### src/rtl/rtc_bus_sched.sv
// Round-robin owner of the shared RTC parallel bus: one request at a time, sequenced as
// address setup, fixed-width RD/WR strobe, hold, then a done pulse to the owner.
module rtc_bus_sched #(
  parameter int STROBE_CYCLES = 256,
  parameter int NREQ          = 4
) (
  input  logic                 clk,
  input  logic                 reset,
  input  logic [NREQ-1:0]      req,
  input  logic [NREQ-1:0]      req_wr,
  input  logic [8*NREQ-1:0]    req_addr,
  input  logic [8*NREQ-1:0]    req_wdata,
  output logic [NREQ-1:0]      grant,
  output logic [NREQ-1:0]      done,
  output logic [7:0]           rdata,
  output logic [7:0]           dir_out,
  output logic [7:0]           bus_wdata,
  input  logic [7:0]           bus_rdata,
  output logic                 RD,
  output logic                 WR,
  output logic                 busy
);
  localparam int CW = $clog2(STROBE_CYCLES + 1);

  localparam logic [2:0] S_IDLE   = 3'd0;
  localparam logic [2:0] S_ADDR   = 3'd1;
  localparam logic [2:0] S_STROBE = 3'd2;
  localparam logic [2:0] S_HOLD   = 3'd3;
  localparam logic [2:0] S_DONE   = 3'd4;

  logic [2:0]      state_q, state_d;
  logic [CW-1:0]   cnt_q, cnt_d;
  logic [1:0]      own_q, own_d;
  logic [1:0]      ptr_q, ptr_d;
  logic            op_q, op_d;
  logic [NREQ-1:0] grant_q, grant_d;
  logic [NREQ-1:0] done_q, done_d;
  logic [7:0]      rdata_q, rdata_d;
  logic [7:0]      dir_q, dir_d;
  logic [7:0]      wdata_q, wdata_d;
  logic            rd_q, rd_d;
  logic            wr_q, wr_d;
  logic            busy_q, busy_d;

  logic            win_vld;
  logic [1:0]      win_idx;
  logic [1:0]      idx;

  // Scan from the lowest priority upward so the requester closest to ptr wins last.
  always_comb begin
    win_vld = 1'b0;
    win_idx = ptr_q;
    idx     = ptr_q;
    for (int k = NREQ - 1; k >= 0; k--) begin
      idx = ptr_q + 2'(k);
      if (req[idx]) begin
        win_vld = 1'b1;
        win_idx = idx;
      end
    end
  end

  always_comb begin
    state_d = state_q;
    cnt_d   = cnt_q;
    own_d   = own_q;
    ptr_d   = ptr_q;
    op_d    = op_q;
    grant_d = grant_q;
    done_d  = '0;
    rdata_d = rdata_q;
    dir_d   = dir_q;
    wdata_d = wdata_q;
    rd_d    = rd_q;
    wr_d    = wr_q;
    busy_d  = busy_q;
    case (state_q)
      S_IDLE: begin
        if (win_vld) begin
          state_d = S_ADDR;
          own_d   = win_idx;
          grant_d = NREQ'(1) << win_idx;
          dir_d   = req_addr[{win_idx, 3'b000} +: 8];
          wdata_d = req_wdata[{win_idx, 3'b000} +: 8];
          op_d    = req_wr[win_idx];
          busy_d  = 1'b1;
        end
      end
      S_ADDR: begin
        state_d = S_STROBE;
        cnt_d   = CW'(STROBE_CYCLES - 1);
        rd_d    = ~op_q;
        wr_d    = op_q;
      end
      S_STROBE: begin
        if (cnt_q == '0) begin
          state_d = S_HOLD;
          rd_d    = 1'b0;
          wr_d    = 1'b0;
          if (!op_q) rdata_d = bus_rdata;
        end else begin
          cnt_d = cnt_q - CW'(1);
        end
      end
      S_HOLD: begin
        state_d = S_DONE;
        done_d  = grant_q;
      end
      S_DONE: begin
        state_d = S_IDLE;
        ptr_d   = own_q + 2'd1;
        grant_d = '0;
        busy_d  = 1'b0;
      end
      default: begin
        state_d = S_IDLE;
        grant_d = '0;
        busy_d  = 1'b0;
        rd_d    = 1'b0;
        wr_d    = 1'b0;
      end
    endcase
  end

  always_ff @(posedge clk) begin
    if (reset) begin
      state_q <= S_IDLE;
      cnt_q   <= '0;
      own_q   <= '0;
      ptr_q   <= '0;
      op_q    <= 1'b0;
      grant_q <= '0;
      done_q  <= '0;
      rdata_q <= '0;
      dir_q   <= '0;
      wdata_q <= '0;
      rd_q    <= 1'b0;
      wr_q    <= 1'b0;
      busy_q  <= 1'b0;
    end else begin
      state_q <= state_d;
      cnt_q   <= cnt_d;
      own_q   <= own_d;
      ptr_q   <= ptr_d;
      op_q    <= op_d;
      grant_q <= grant_d;
      done_q  <= done_d;
      rdata_q <= rdata_d;
      dir_q   <= dir_d;
      wdata_q <= wdata_d;
      rd_q    <= rd_d;
      wr_q    <= wr_d;
      busy_q  <= busy_d;
    end
  end

  assign grant     = grant_q;
  assign done      = done_q;
  assign rdata     = rdata_q;
  assign dir_out   = dir_q;
  assign bus_wdata = wdata_q;
  assign RD        = rd_q;
  assign WR        = wr_q;
  assign busy      = busy_q;
endmodule

### config.mk
export PLATFORM = sky130hd
export DESIGN_NAME = rtc_bus_sched
export DESIGN_NICKNAME = d
export VERILOG_FILES = /design/src/rtl/rtc_bus_sched.sv
export SDC_FILE = /design/constraint.sdc
export NUM_CORES = 1
export LEC_CHECK = 0
export BUFFER_PORTS_ARGS = -buffer_cell sky130_fd_sc_hd__buf_4
export CORE_UTILIZATION = 51
export CTS_BUF_LIST = sky130_fd_sc_hd__clkbuf_16
export DETAILED_ROUTE_END_ITERATION = 8
export PLACE_DENSITY = 0.85
export SKIP_CTS_REPAIR_TIMING = 1
export SKIP_LAST_GASP = 1
export SYNTH_ARGS = -nofsm -noshare
export SYNTH_HDL_FRONTEND = slang
export SYNTH_SLANG_ARGS = --single-unit
### constraint.sdc
create_clock -name clk -period 4.4 [get_ports clk]
set_input_delay 0.88 -clock clk [delete_from_list [all_inputs] [get_ports clk]]
set_output_delay 0.88 -clock clk [all_outputs]
set_load 0.005 [all_outputs]
* After elaboration in Yosys (flattened, before gate mapping)
Cells that the tools add are included.
Cells by class: $add $sub $neg 5, $lt $le $gt $ge 5, equal/unequal tests 7, shift-type cells 3, muxes and demuxes 30, bitwise operators 4, reduce and logical (&&, ||, !) cells 12
Operator list (count):
- indexed part select 32 x 6 -> 8 bit | 2
- case mux 9 bit (2 select lines) | 1
- < comparator 2 x 3 -> 1 bit (second input constant) | 5
- case mux 3 bit (4 select lines) | 1
- 2-to-1 mux 1 bit | 11
- binary-select mux 1 bit (select 2 bit) | 5
- AND reduction 2 bit | 5
- logical NOT 9 bit | 1
- 2-to-1 mux 9 bit | 1
- subtractor 9 x 1 -> 9 bit (second input constant) | 1
- 2-to-1 mux 2 bit | 4
- case mux 4 bit (2 select lines) | 1
- == test 3 x 2 -> 1 bit (second input constant) | 2
- 2-to-1 mux 3 bit | 2
- != test 2 bit (second input constant) | 3
- case mux 1 bit (3 select lines) | 2
- OR reduction 3 bit | 2
- adder 2 x 1 -> 2 bit (second input constant) | 2
- adder 2 bit (second input constant) | 2
- 2-to-1 mux 4 bit | 1
- NOT 1 bit | 4
- << shifter 1 x 2 -> 4 bit (first input constant) | 1
- == test 3 x 1 -> 1 bit (second input constant) | 1
- == test 3 bit (second input constant) | 1
- other kinds (5) | 5
Storage, ports and cells: bits in registers 52, bits of input ports 82, output and inout bits 35, logic and storage cells 79

* Depth between registers and ports, before layout
depth in word-level cells 10, gate-level depth with buffers 8, depth with buffers taken out 7

* Worst setup path after synthesis
Ideal clock, no wire load.
path kind input -> register, from input port req[0], to register wdata_q[0], in the netlist bus_wdata[0], library setup time 86 ps, arrival 2242 ps, required time 4314 ps, slack 2072 ps, stages 6, buffers on the path 1, path through nor2b_1 > or4_4 > and2_4 > a21o_4 > buf_6 > a221oi_2
On the way: longest elaborated chain between the ends 7, elaborated cells between the ends (all ways) 18, those cells by class shift (1); mux (16); reduce/logical (1)
RTL lines:
- start, declared | line 9 | input logic [NREQ-1:0] req,
- binary-select mux 1 bit (select 2 bit) | line 56 | if (req[idx]) begin
- 2-to-1 mux 1 bit (not written as such) | line 56
- 2-to-1 mux 2 bit / 2-to-1 mux 1 bit (equally long branches) (4 in series) | line 56
- indexed part select 32 x 6 -> 8 bit / AND reduction 2 bit (equally long branches)
- end signal, assigned | line 150 | wdata_q <= wdata_d;
- end, declared | line 40 | logic [7:0] wdata_q, wdata_d;
Several ways; a longest one is shown, not always the timed one. The select of a mux whose other input is x is not followed. A chain may end at the register's enable or synchronous reset.

* Worst setup path in the final report
from input port req[2], to register op_q
On the way: longest elaborated chain between the ends 8, elaborated cells between the ends (all ways) 19, those cells by class mux (18); reduce/logical (1)
RTL lines:
- binary-select mux 1 bit (select 2 bit) | line 56
- 2-to-1 mux 1 bit (not written as such) | line 56
- 2-to-1 mux 2 bit (4 in series) | line 56
- binary-select mux 1 bit (select 2 bit) | line 85 | op_d = req_wr[win_idx];
- 2-to-1 mux 1 bit (not written as such) | line 85
- end signal, assigned | line 145 | op_q <= op_d;
- end, declared | line 35 | logic op_q, op_d;
Several ways; a longest one is shown, not always the timed one. The select of a mux whose other input is x is not followed.

==> impl_results.md <==
- Antenna diodes: 0
- Ports: 117
- Warnings, synthesis: 0
- Slowest cell delay on critical path: 710 ps
- Final ANT Viol Nets: 0
- Final Hold Fails: 0
- Max Cap Viol: 0
- Antenna violations before repair: 0
- DRC viols: 0
- Slew Viols, Final: 0
- WP data required: approximately 4500 ps
- Avg WL per Cell: 14.6 um
- Nature of the critical path endpoint: flip-flop
- Via/cell ratio: 5.31
- Die Width: 75.2 um
- Status: finished, final reports clean
- Initial DRC Count: 131
- Rel. slew slack: 0.341
- Worst-Skew Late Latency: 300 ps
- Clock slew at reported path FFs: 70 ps
- DR vias: around 2.5k
- Most frequent CP cell: buf_4
- Static leakage: about 1.6 nW
- Clk_skew: approximately 3.9 ps
- Arr. time, crit path: 2760 ps
- Tot Pwr: 1.71 mW
- Vias in the first global route: 2359
- Fmax: 0.381 GHz
- # port buffers: 116
- Clock sink count: 52
- First-pass GRT wire length: between 10000 and 15000 um
- Mapped Nets: 383
- Endpoints failing setup: 0
- Mapped Cells: 300
- Critical path class: input port to flip-flop
- CP max-delay cell: o221a_2
- Placer congestion estimate: about 0.80
- RSZ-0062 raised after global routing: false
- CP startpoint kind: input port
- Worst Tran Pin Value: 989 ps
- Hpwl dp: between 5000 and 6000 um
- DIE AREA: 5650 um^2
- Synth Area per Inst: 9.10 um^2
- Fin crit share: 0.597
- Core ar.: between 5000 and 6000 um^2
- Initial DRT Pass Iterations: 4
- Most frequent cells in the layout: buf_4 (119), dfxtp_1 (52), nor2_1 (42), mux2i_1 (42), nor2b_1 (33)
- Num CTS Buffers: 5
- Nets: 489
- CP max FO: 24
- Final wirelength: 6960 um
- Largest net degree at the start of global routing: 66
- Distinct cells, synth: 39
- Area grow syn2layout: 38.1%
- FF+latch count, synth: 52
- Clk buf depth: 2
- Die extent in y: 75.2 um
- Root Buffer: clkbuf_16
- Worst vdd ir: 267 uV
- Netlist Area Pre-Place: approximately 2700 um^2
- H-tree depth: 2
- Layout cells sized above 1: 0.354
- Register area share after synthesis: 0.381
- Filler cells: 407
- Final period demand of the worst path: 2630 ps
- Gr ovfl total: 0
- Hold Path Class: flip-flop to flip-flop
- Initial Util: 0.531
- CTS tree: built
- Setup TNS: 0 ps
- Critical path cell sequence: buf_4, nor2b_1, o21ai_0, o221a_2, buf_4, mux2i_1, a221oi_2
- P per Cell Area: 453 nW/um^2
- FP Rows: 26
- Commonest non-fill, non-tap cell in the layout: buf_4
- Gr usage total: 0.253
report_power, final:
group	leakage (nW)	internal (mW)	total (mW)	switching, mW
Combinational	1.09	0.320	0.621	0.301
Sequential	0.428	0.583	0.677	0.0947
Clock	0.0767	0.219	0.410	0.191
Total	1.59	1.12	1.71	0.587
synth_stat cells, drive strengths merged:
cell    number  share of area
a32oi        1         0.0032
a21oi       19          0.036
and3b        1         0.0032
or3          3         0.0069
nor4b        2         0.0064
nor2        42          0.058
clkbuf      14          0.019
and2         6          0.015
inv          4         0.0055
o221a        1         0.0041
a221oi      15          0.069
nand2b       2         0.0046
or4          2         0.0069
nor4         5          0.011
mux2i       42           0.15
o221ai       2         0.0064
nor3         8          0.015
a21o         1         0.0055
nand3b       4          0.011
dfxtp       52           0.38
buf          6          0.017
nand2       11          0.015
ha           1         0.0046
o21ai        2         0.0037
nor2b       33          0.076
or2          1         0.0023
nand3        1         0.0018
xnor2        7          0.022
a22oi        1         0.0028
a211oi       5          0.014
o311ai       1         0.0032
nor3b        5          0.016
per-stage QoR:
step | hold slack, ps | std cells | worst slack, ps | area [um^2] | util
after floorplan | 443 | 300 | 2070 | 2730 | -
after global placement | 458 | 469 | 1540 | 3620 | 0.704
after detailed placement | 460 | 469 | 1480 | 3620 | 0.704
after CTS | 473 | 477 | 1790 | 3770 | 0.734
after global routing | 504 | 477 | 1630 | 3770 | 0.734
final | 470 | 477 | 1770 | 3770 | 0.734
worst max-delay path: cells and delay by family:
kind | cells | cell delay, ps
muxes | 1 | 290
buffers and inverters | 2 | 500
AOI/OAI and AO/OA | 3 | 940
and+or+nand+nor | 1 | 130
per-layer routing:
metal,up-vias,global-route usage,share of wire
met5,-,0,0
li1,1279,-,-
met3,12,0.0589,0.038
met4,0,0.0988,0.022
met2,62,0.418,0.51
met1,1182,0.321,0.43
final cells by class:
class	instances	area, um^2	area share
flip-flops and latches	52	1040	0.276
well taps	70	87.6	0.0232
multi-input cells	224	1580	0.419
inverters	4	15.0	0.00398
clock inverters	3	28.8	0.00763
repair buffers	119	893	0.237
clock buffers	5	125	0.0332
path summary, 6_finish.rpt:
| path | startpoint | to | slack [ps] | depth (start not counted) |
|---|---|---|---|---|
| worst max-delay path | req[2] | op_q | 1770 | 7 |
| worst min-delay path | grant[2] | grant[2] | 470 | 2 |
| worst max register to register | state_q[2] | grant[3] | 2060 | 4 |
| worst min register to register | grant[2] | grant[2] | 470 | 2 |
cell families after synthesis:
| group | after synthesis | share of synthesized area |
|---|---|---|
| compound gates | 48 | 0.148 |
| mux | 42 | 0.154 |
| buf+inv | 24 | 0.0422 |
| flops | 52 | 0.381 |
| xor+xnor | 7 | 0.0225 |
| fa+ha+maj | 1 | 0.00458 |
| simple gates | 126 | 0.248 |
sequential cells by signal, indices dropped and copies added, names as in the netlist, 2 cells and up:
| register | flops |
|---|---|
| ptr_q | 2 |
| done | 4 |
| state_q | 3 |
| cnt_q | 9 |
| own_q | 2 |
| grant | 4 |
| rdata | 8 |
| dir_out | 8 |
| bus_wdata | 8 |
No activity file was read; power rests on OpenSTA's default activity.
